### src/rtl/mem_access_stage_if.sv
// Data-memory bridge bus between the ME stage and the memory.
// The stage is the master: it raises req and holds the address and lane fields until ack.
// rdata is valid in the same cycle as ack for reads.
interface mem_access_stage_if #(
    parameter int ADDR_W = 32
);
    logic              req;
    logic              we;
    logic [ADDR_W-1:0] addr;
    logic [3:0]        be;
    logic [31:0]       wdata;
    logic              ack;
    logic [31:0]       rdata;

    modport master (
        output req,
        output we,
        output addr,
        output be,
        output wdata,
        input  ack,
        input  rdata
    );

    modport slave (
        input  req,
        input  we,
        input  addr,
        input  be,
        input  wdata,
        output ack,
        output rdata
    );
endinterface

### src/rtl/mem_access_stage.sv
// Memory-access stage of the RISC-V pipeline.
// Takes the EX/ME address, store data and memory controls and runs one req/ack
// transaction on the data-memory bus. The pipeline is stalled until the access completes.
// Store data is replicated onto byte lanes, and load data is extracted and extended.
// Optional feature macro: MEM_MISALIGN_CHECK_EN. When it is defined, misaligned half/word
// accesses are rejected with a one-cycle misalign_out pulse. When it is not defined, the
// low address bits are ignored for half and word accesses.
module mem_access_stage #(
    parameter int ADDR_W = 32
) (
    input  logic                clk,
    input  logic                rst,
    input  logic                mem_read_in,
    input  logic                mem_write_en_in,
    input  logic                mem_sign_in,
    input  logic [1:0]          mem_length_in,
    input  logic [31:0]         alu_result_in,
    input  logic [31:0]         write_data_in,
    mem_access_stage_if.master  bus,
    output logic [31:0]         load_data_out,
    output logic                stall_out,
    output logic                misalign_out
);

    typedef enum logic [1:0] {
        IDLE,
        REQ,
        DONE
    } state_t;

    state_t      state;
    logic        access_req;
    logic        misaligned;
    logic [3:0]  next_be;
    logic [31:0] next_wdata;
    logic [1:0]  acc_offset;
    logic [1:0]  acc_length;
    logic        acc_sign;
    logic [7:0]  load_byte;
    logic [15:0] load_half;
    logic [31:0] load_ext;

    assign access_req = mem_read_in | mem_write_en_in;

    // Byte-lane placement of store data; reads leave every lane disabled
    always_comb begin
        next_be    = 4'b0000;
        next_wdata = 32'h0;
        if (mem_write_en_in) begin
            case (mem_length_in)
                2'b00: begin
                    next_be    = 4'b0001 << alu_result_in[1:0];
                    next_wdata = {4{write_data_in[7:0]}};
                end
                2'b01: begin
                    next_be    = alu_result_in[1] ? 4'b1100 : 4'b0011;
                    next_wdata = {2{write_data_in[15:0]}};
                end
                default: begin
                    next_be    = 4'b1111;
                    next_wdata = write_data_in;
                end
            endcase
        end
    end

    // Alignment check of the incoming access; it is always aligned when the check is disabled
    always_comb begin
`ifdef MEM_MISALIGN_CHECK_EN
        misaligned = access_req &&
                     (((mem_length_in == 2'b01) && alu_result_in[0]) ||
                      (mem_length_in[1] && (alu_result_in[1:0] != 2'b00)));
`else
        misaligned = 1'b0;
`endif
    end

    // Load extraction from the read word, using the offset/size/sign captured at request time
    always_comb begin
        case (acc_offset)
            2'd0:    load_byte = bus.rdata[7:0];
            2'd1:    load_byte = bus.rdata[15:8];
            2'd2:    load_byte = bus.rdata[23:16];
            default: load_byte = bus.rdata[31:24];
        endcase
        load_half = acc_offset[1] ? bus.rdata[31:16] : bus.rdata[15:0];
        case (acc_length)
            2'b00:   load_ext = {{24{acc_sign & load_byte[7]}}, load_byte};
            2'b01:   load_ext = {{16{acc_sign & load_half[15]}}, load_half};
            default: load_ext = bus.rdata;
        endcase
    end

    // Stall is combinational so the detect cycle already holds the upstream stages
    always_comb begin
        stall_out = 1'b0;
        if (!rst) begin
            case (state)
                IDLE:    stall_out = access_req && !misaligned;
                REQ:     stall_out = 1'b1;
                default: stall_out = 1'b0;
            endcase
        end
    end

    // Access sequencing: capture the request in IDLE, hold it until ack in REQ, release in DONE
    always_ff @(posedge clk) begin
        if (rst) begin
            state         <= IDLE;
            bus.req       <= 1'b0;
            bus.we        <= 1'b0;
            bus.addr      <= '0;
            bus.be        <= 4'b0000;
            bus.wdata     <= 32'h0;
            load_data_out <= 32'h0;
            misalign_out  <= 1'b0;
            acc_offset    <= 2'b00;
            acc_length    <= 2'b00;
            acc_sign      <= 1'b0;
        end else begin
            misalign_out <= 1'b0;
            case (state)
                IDLE: begin
                    if (access_req) begin
                        if (misaligned) begin
                            misalign_out <= 1'b1;
                        end else begin
                            bus.req    <= 1'b1;
                            bus.we     <= mem_write_en_in;
                            bus.addr   <= {alu_result_in[ADDR_W-1:2], 2'b00};
                            bus.be     <= next_be;
                            bus.wdata  <= next_wdata;
                            acc_offset <= alu_result_in[1:0];
                            acc_length <= mem_length_in;
                            acc_sign   <= mem_sign_in;
                            state      <= REQ;
                        end
                    end
                end
                REQ: begin
                    if (bus.ack) begin
                        bus.req <= 1'b0;
                        if (!bus.we) begin
                            load_data_out <= load_ext;
                        end
                        state <= DONE;
                    end
                end
                DONE: begin
                    state <= IDLE;
                end
                default: begin
                    state <= IDLE;
                end
            endcase
        end
    end

endmodule

### src/flat_wrapper.sv
// flat-port wrapper written by rule: the top's interface ports become plain ports
module mem_access_stage_flat 
#(
    parameter int ADDR_W = 32
)
  (clk, rst, mem_read_in, mem_write_en_in, mem_sign_in, mem_length_in, alu_result_in, write_data_in, load_data_out, stall_out, misalign_out, bus_req, bus_we, bus_addr, bus_be, bus_wdata, bus_ack, bus_rdata);
  mem_access_stage_if #(.ADDR_W(ADDR_W)) bus_i ();
  input  logic clk;
  input  logic rst;
  input  logic mem_read_in;
  input  logic mem_write_en_in;
  input  logic mem_sign_in;
  input  logic [1:0] mem_length_in;
  input  logic [31:0] alu_result_in;
  input  logic [31:0] write_data_in;
  output logic [31:0] load_data_out;
  output logic stall_out;
  output logic misalign_out;
  output wire logic [$bits(bus_i.req)-1:0] bus_req;
  output wire logic [$bits(bus_i.we)-1:0] bus_we;
  output wire logic [$bits(bus_i.addr)-1:0] bus_addr;
  output wire logic [$bits(bus_i.be)-1:0] bus_be;
  output wire logic [$bits(bus_i.wdata)-1:0] bus_wdata;
  input wire logic [$bits(bus_i.ack)-1:0] bus_ack;
  input wire logic [$bits(bus_i.rdata)-1:0] bus_rdata;
  assign bus_req = bus_i.req;
  assign bus_we = bus_i.we;
  assign bus_addr = bus_i.addr;
  assign bus_be = bus_i.be;
  assign bus_wdata = bus_i.wdata;
  assign bus_i.ack = bus_ack;
  assign bus_i.rdata = bus_rdata;
  mem_access_stage #(.ADDR_W(ADDR_W)) u_core (.clk(clk), .rst(rst), .mem_read_in(mem_read_in), .mem_write_en_in(mem_write_en_in), .mem_sign_in(mem_sign_in), .mem_length_in(mem_length_in), .alu_result_in(alu_result_in), .write_data_in(write_data_in), .bus(bus_i), .load_data_out(load_data_out), .stall_out(stall_out), .misalign_out(misalign_out));
endmodule
### config.mk
export PLATFORM = sky130hd
export DESIGN_NAME = mem_access_stage_flat
export DESIGN_NICKNAME = d
export VERILOG_FILES = /design/src/rtl/mem_access_stage_if.sv /design/src/rtl/mem_access_stage.sv /design/src/flat_wrapper.sv
export SDC_FILE = /design/constraint.sdc
export NUM_CORES = 1
export LEC_CHECK = 0
export BUFFER_PORTS_ARGS = -buffer_cell sky130_fd_sc_hd__buf_2
export CORE_MARGIN = 2
export CORE_UTILIZATION = 47
export CTS_CLUSTER_DIAMETER = 150
export DETAILED_ROUTE_END_ITERATION = 8
export PLACE_DENSITY_LB_ADDON = 0.08
export SLEW_MARGIN = 0
export SYNTH_ARGS = -nofsm -noshare
export SYNTH_HDL_FRONTEND = slang
export SYNTH_SLANG_ARGS = --single-unit
### constraint.sdc
create_clock -name clk -period 1.85 [get_ports clk]
set_input_delay 0.37 -clock clk [delete_from_list [all_inputs] [get_ports clk]]
set_output_delay 0.37 -clock clk [all_outputs]
set_load 0.02 [all_outputs]
==> results_dict.tcl <==
set metrics [dict create \
    peakVddDrop_mv 0.518 \
    cts-resized-gates 0 \
    clockPowerShare_pct 27.5 \
    fin_skew_ns 0.0127 \
    numPortBuffers 204 \
    ys_ff_latch 107 \
    dr_wl_met2_um 6380 \
    rrSetupSlack_ns 0.12 \
    post-place-ws_ns 0.0947 \
    whs_path_depth 3 \
    dp_cells 858 \
    crit_path_end_kind "flip-flop" \
    grt_pass1_vias 4198 \
    vias_per_cell 5.28 \
    ios 208 \
    critPathLaunchType "flip-flop" \
    num_antenna_cells 0 \
    p_int_w 0.00356 \
    grt_setup_unrepaired "no" \
    fin_ws_ns 0.122 \
    post_cts_buffers 0 \
    worst_pin_slew_ns 0.552 \
    die_w_um 102 \
    root_buffer "clkbuf_8" \
    placed_area_um2 5690 \
    drc_errors 0 \
    worst_ep_required_time_ns 2.08 \
    hold_class "input port to flip-flop" \
    grt_usage_pct 24.6 \
    rr_startpoint "u_core.acc_offset[0]$_SDFFE_PP0P_" \
    syn_inst 553 \
    ctsHtreeMaxLevel 3 \
    path_cells "mux4_2 > or2_4 > a21oi_4 > buf_12 > a211oi_1" \
    layout-drive-gt1-share_pct 34.0 \
    fin_cells 874 \
    hpwl_um 9430 \
    synth_edf_count 0 \
    drt_iter0_drc 272 \
    num_rows 35 \
    status "complete, no violations" \
    fillerInstances 841 \
    setup_viol 0 \
    antenna_found_initial 0 \
    area_growth_pct 30.9 \
    path_clk_slew_ns 0.10 \
    cts.sinks 107 \
    ant_nets 0 \
    async_flop_share_pct 0 \
    core_um2 9240 \
    min_from "alu_result_in[19]" \
    hold_path_end "u_core.bus.addr[19]$_SDFFE_PP0P_" \
    p_sw_w 0.00163 \
    wl_met1_um 5510 \
    stdcell_area_um2 5890 \
    critPathTopFamily "multiplexers" \
    finalNetCount 844 \
    wl_per_cell_um 15.1 \
    fin_crit_sh_pct 93.4 \
    ys_warn_count 0 \
    cts_max_path_buffers 2 \
    dieArea_um2 10400 \
    ys_seq_area_share_pct 47.6 \
    met3WireLength_um 1070 \
    grt-ovfl-total 0 \
    die_h_um 102 \
    swShare_pct 31.4 \
    hold_buffers 0 \
    gp_congestion 0.859 \
    slew_viol_final 0 \
    timing.slew.headroom_pct 63.0 \
    max_stage_delay_ns 0.53 \
    firstDrtPassIters 6 \
    fmax_ghz 0.579 \
    path_buf_inv 1 \
    finalPower_w 0.00519 \
    cts_tree "done" \
    cts_made_buffers 9 \
    start_util_pct 48.7 \
    critPathKind "flip-flop to flip-flop" \
    vias 4618 \
    crit_path_top_delay_cell "mux4_2" \
    fin_crit_ns 1.73 \
    grt_max_degree 107 \
    tns_ns 0 \
    top_layer_used "met4" \
    ys_types 38 \
    layout_commonest_cell "buf_2" \
    synthFlopType "dfxtp_1" \
    grt_pass1_wl_um 20300 \
    combPwrFrac_pct 23.1 \
    syn_area_per_cell_um2 8.13 \
    synthesis.area_um2 4500 \
    clk_latency_ns 0.36 \
    r2r-end "u_core.load_data_out[31]$_SDFFE_PP0P_" \
    hold_viol 0 \
    p_per_area_nw_per_um2 882 \
    wl_um 13200 \
    path_max_fanout 16 \
    p_leak_nw 2.71 \
    seqPwrFrac_pct 49.4 \
    max_cap_viol_count 0 \
    critPathArrivalTime_ns 1.96 \
    layout_common_cells "203 x buf_2, 114 x nand2_1, 107 x dfxtp_1" \
    reg2regPathDepth 5 \
]
==> registers in the layout, summed over array words and instances (netlist names) <==
name                  flops
u_core.bus.addr          30
u_core.bus.req            1
u_core.bus.be             4
u_core.bus.we             1
u_core.state              2
u_core.acc_length         2
u_core.bus.wdata         32
u_core.acc_offset         2
u_core.load_data_out     32
u_core.acc_sign           1
==> worst reg2reg max path: stages, from the launching register on <==
cell	delay, ns
dfxtp_1	0.41
mux4_2	0.53
or2_4	0.25
a21oi_4	0.16
buf_12	0.16
a211oi_1	0.08
==> metal layers <==
layer	vias up	global-route usage, %
li1	2284	-
met1	2127	32.0
met2	188	40.9
met3	19	5.31
met4	0	7.69
met5	-	0
==> worst max-delay path by stage <==
stage                                      startpoint                               endpoint  slack, ns  cells past startpoint
detailed placement                      bus_rdata[23]  u_core.load_data_out[18]$_SDFFE_PP0P_       0.09                      6
finish              u_core.acc_offset[0]$_SDFFE_PP0P_  u_core.load_data_out[31]$_SDFFE_PP0P_       0.12                      5
global placement                        bus_rdata[31]  u_core.load_data_out[31]$_SDFFE_PP0P_       0.11                      6
floorplan           u_core.acc_offset[0]$_SDFFE_PP0P_  u_core.load_data_out[21]$_SDFFE_PP0P_       0.21                      5
global route        u_core.acc_offset[0]$_SDFFE_PP0P_   u_core.load_data_out[8]$_SDFFE_PP0P_       0.03                      4
CTS                      u_core.state[0]$_SDFFE_PP0P_                              stall_out       0.13                      3
==> power groups by stage <==
stage | sequential (W) | clock (W) | combinational [W]
2_1_floorplan | 0.00280 | 0 | 0.000547
3_3_place_gp | 0.00261 | 0 | 0.00118
3_5_place_dp | 0.00262 | 0 | 0.00120
4_1_cts | 0.00257 | 0.00147 | 0.00120
5_1_grt | 0.00259 | 0.00157 | 0.00131
6_report | 0.00257 | 0.00143 | 0.00120
==> cell type report <==
class | count | area, um2 | area share (%)
clock buffers | 10 | 128 | 2.17
clock inverters | 6 | 65.1 | 1.11
inverters | 17 | 63.8 | 1.08
multi-input cells | 383 | 2110 | 35.8
flip-flops and latches | 107 | 2140 | 36.4
well taps | 129 | 161 | 2.74
repair buffers | 222 | 1220 | 20.7
==> per-stage QoR <==
step           util, %  hold slack, ns
2_1_floorplan        -           0.437
3_3_place_gp      61.6           0.436
3_5_place_dp      61.6           0.443
4_1_cts           63.7           0.215
5_1_grt           63.7           0.215
6_report          63.7           0.229
==> synth_stat cells (all sizes together) (4+ instances only) <==
library cell / number / area [um2]
dfxtp: 107 / 2140
o22ai: 7 / 43.8
inv: 17 / 63.8
nand2: 114 / 428
a222oi: 7 / 70.1
mux2: 8 / 90.1
mux2i: 8 / 80.1
a211oi: 31 / 233
a221oi: 8 / 70.1
nor2: 57 / 214
a22oi: 18 / 135
nand2b: 4 / 25.0
o21ai: 28 / 140
nor3: 6 / 35.0
clkbuf: 33 / 124
a21boi: 8 / 60.1
a21oi: 56 / 292
buf: 15 / 85.1
==> cell families (layout without fill, tap and decap cells) <==
logic type,count (synthesis),after routing,synth area share [%]
AND/OR/NAND/NOR,194,194,17.7
flip-flops,107,107,47.6
buffers and inverters,65,255,6.07
multiplexers,17,17,4.29
other,1,3,0.0834
AO/OA/AOI/OAI,169,169,24.2
(Power assumes the default switching activity.)
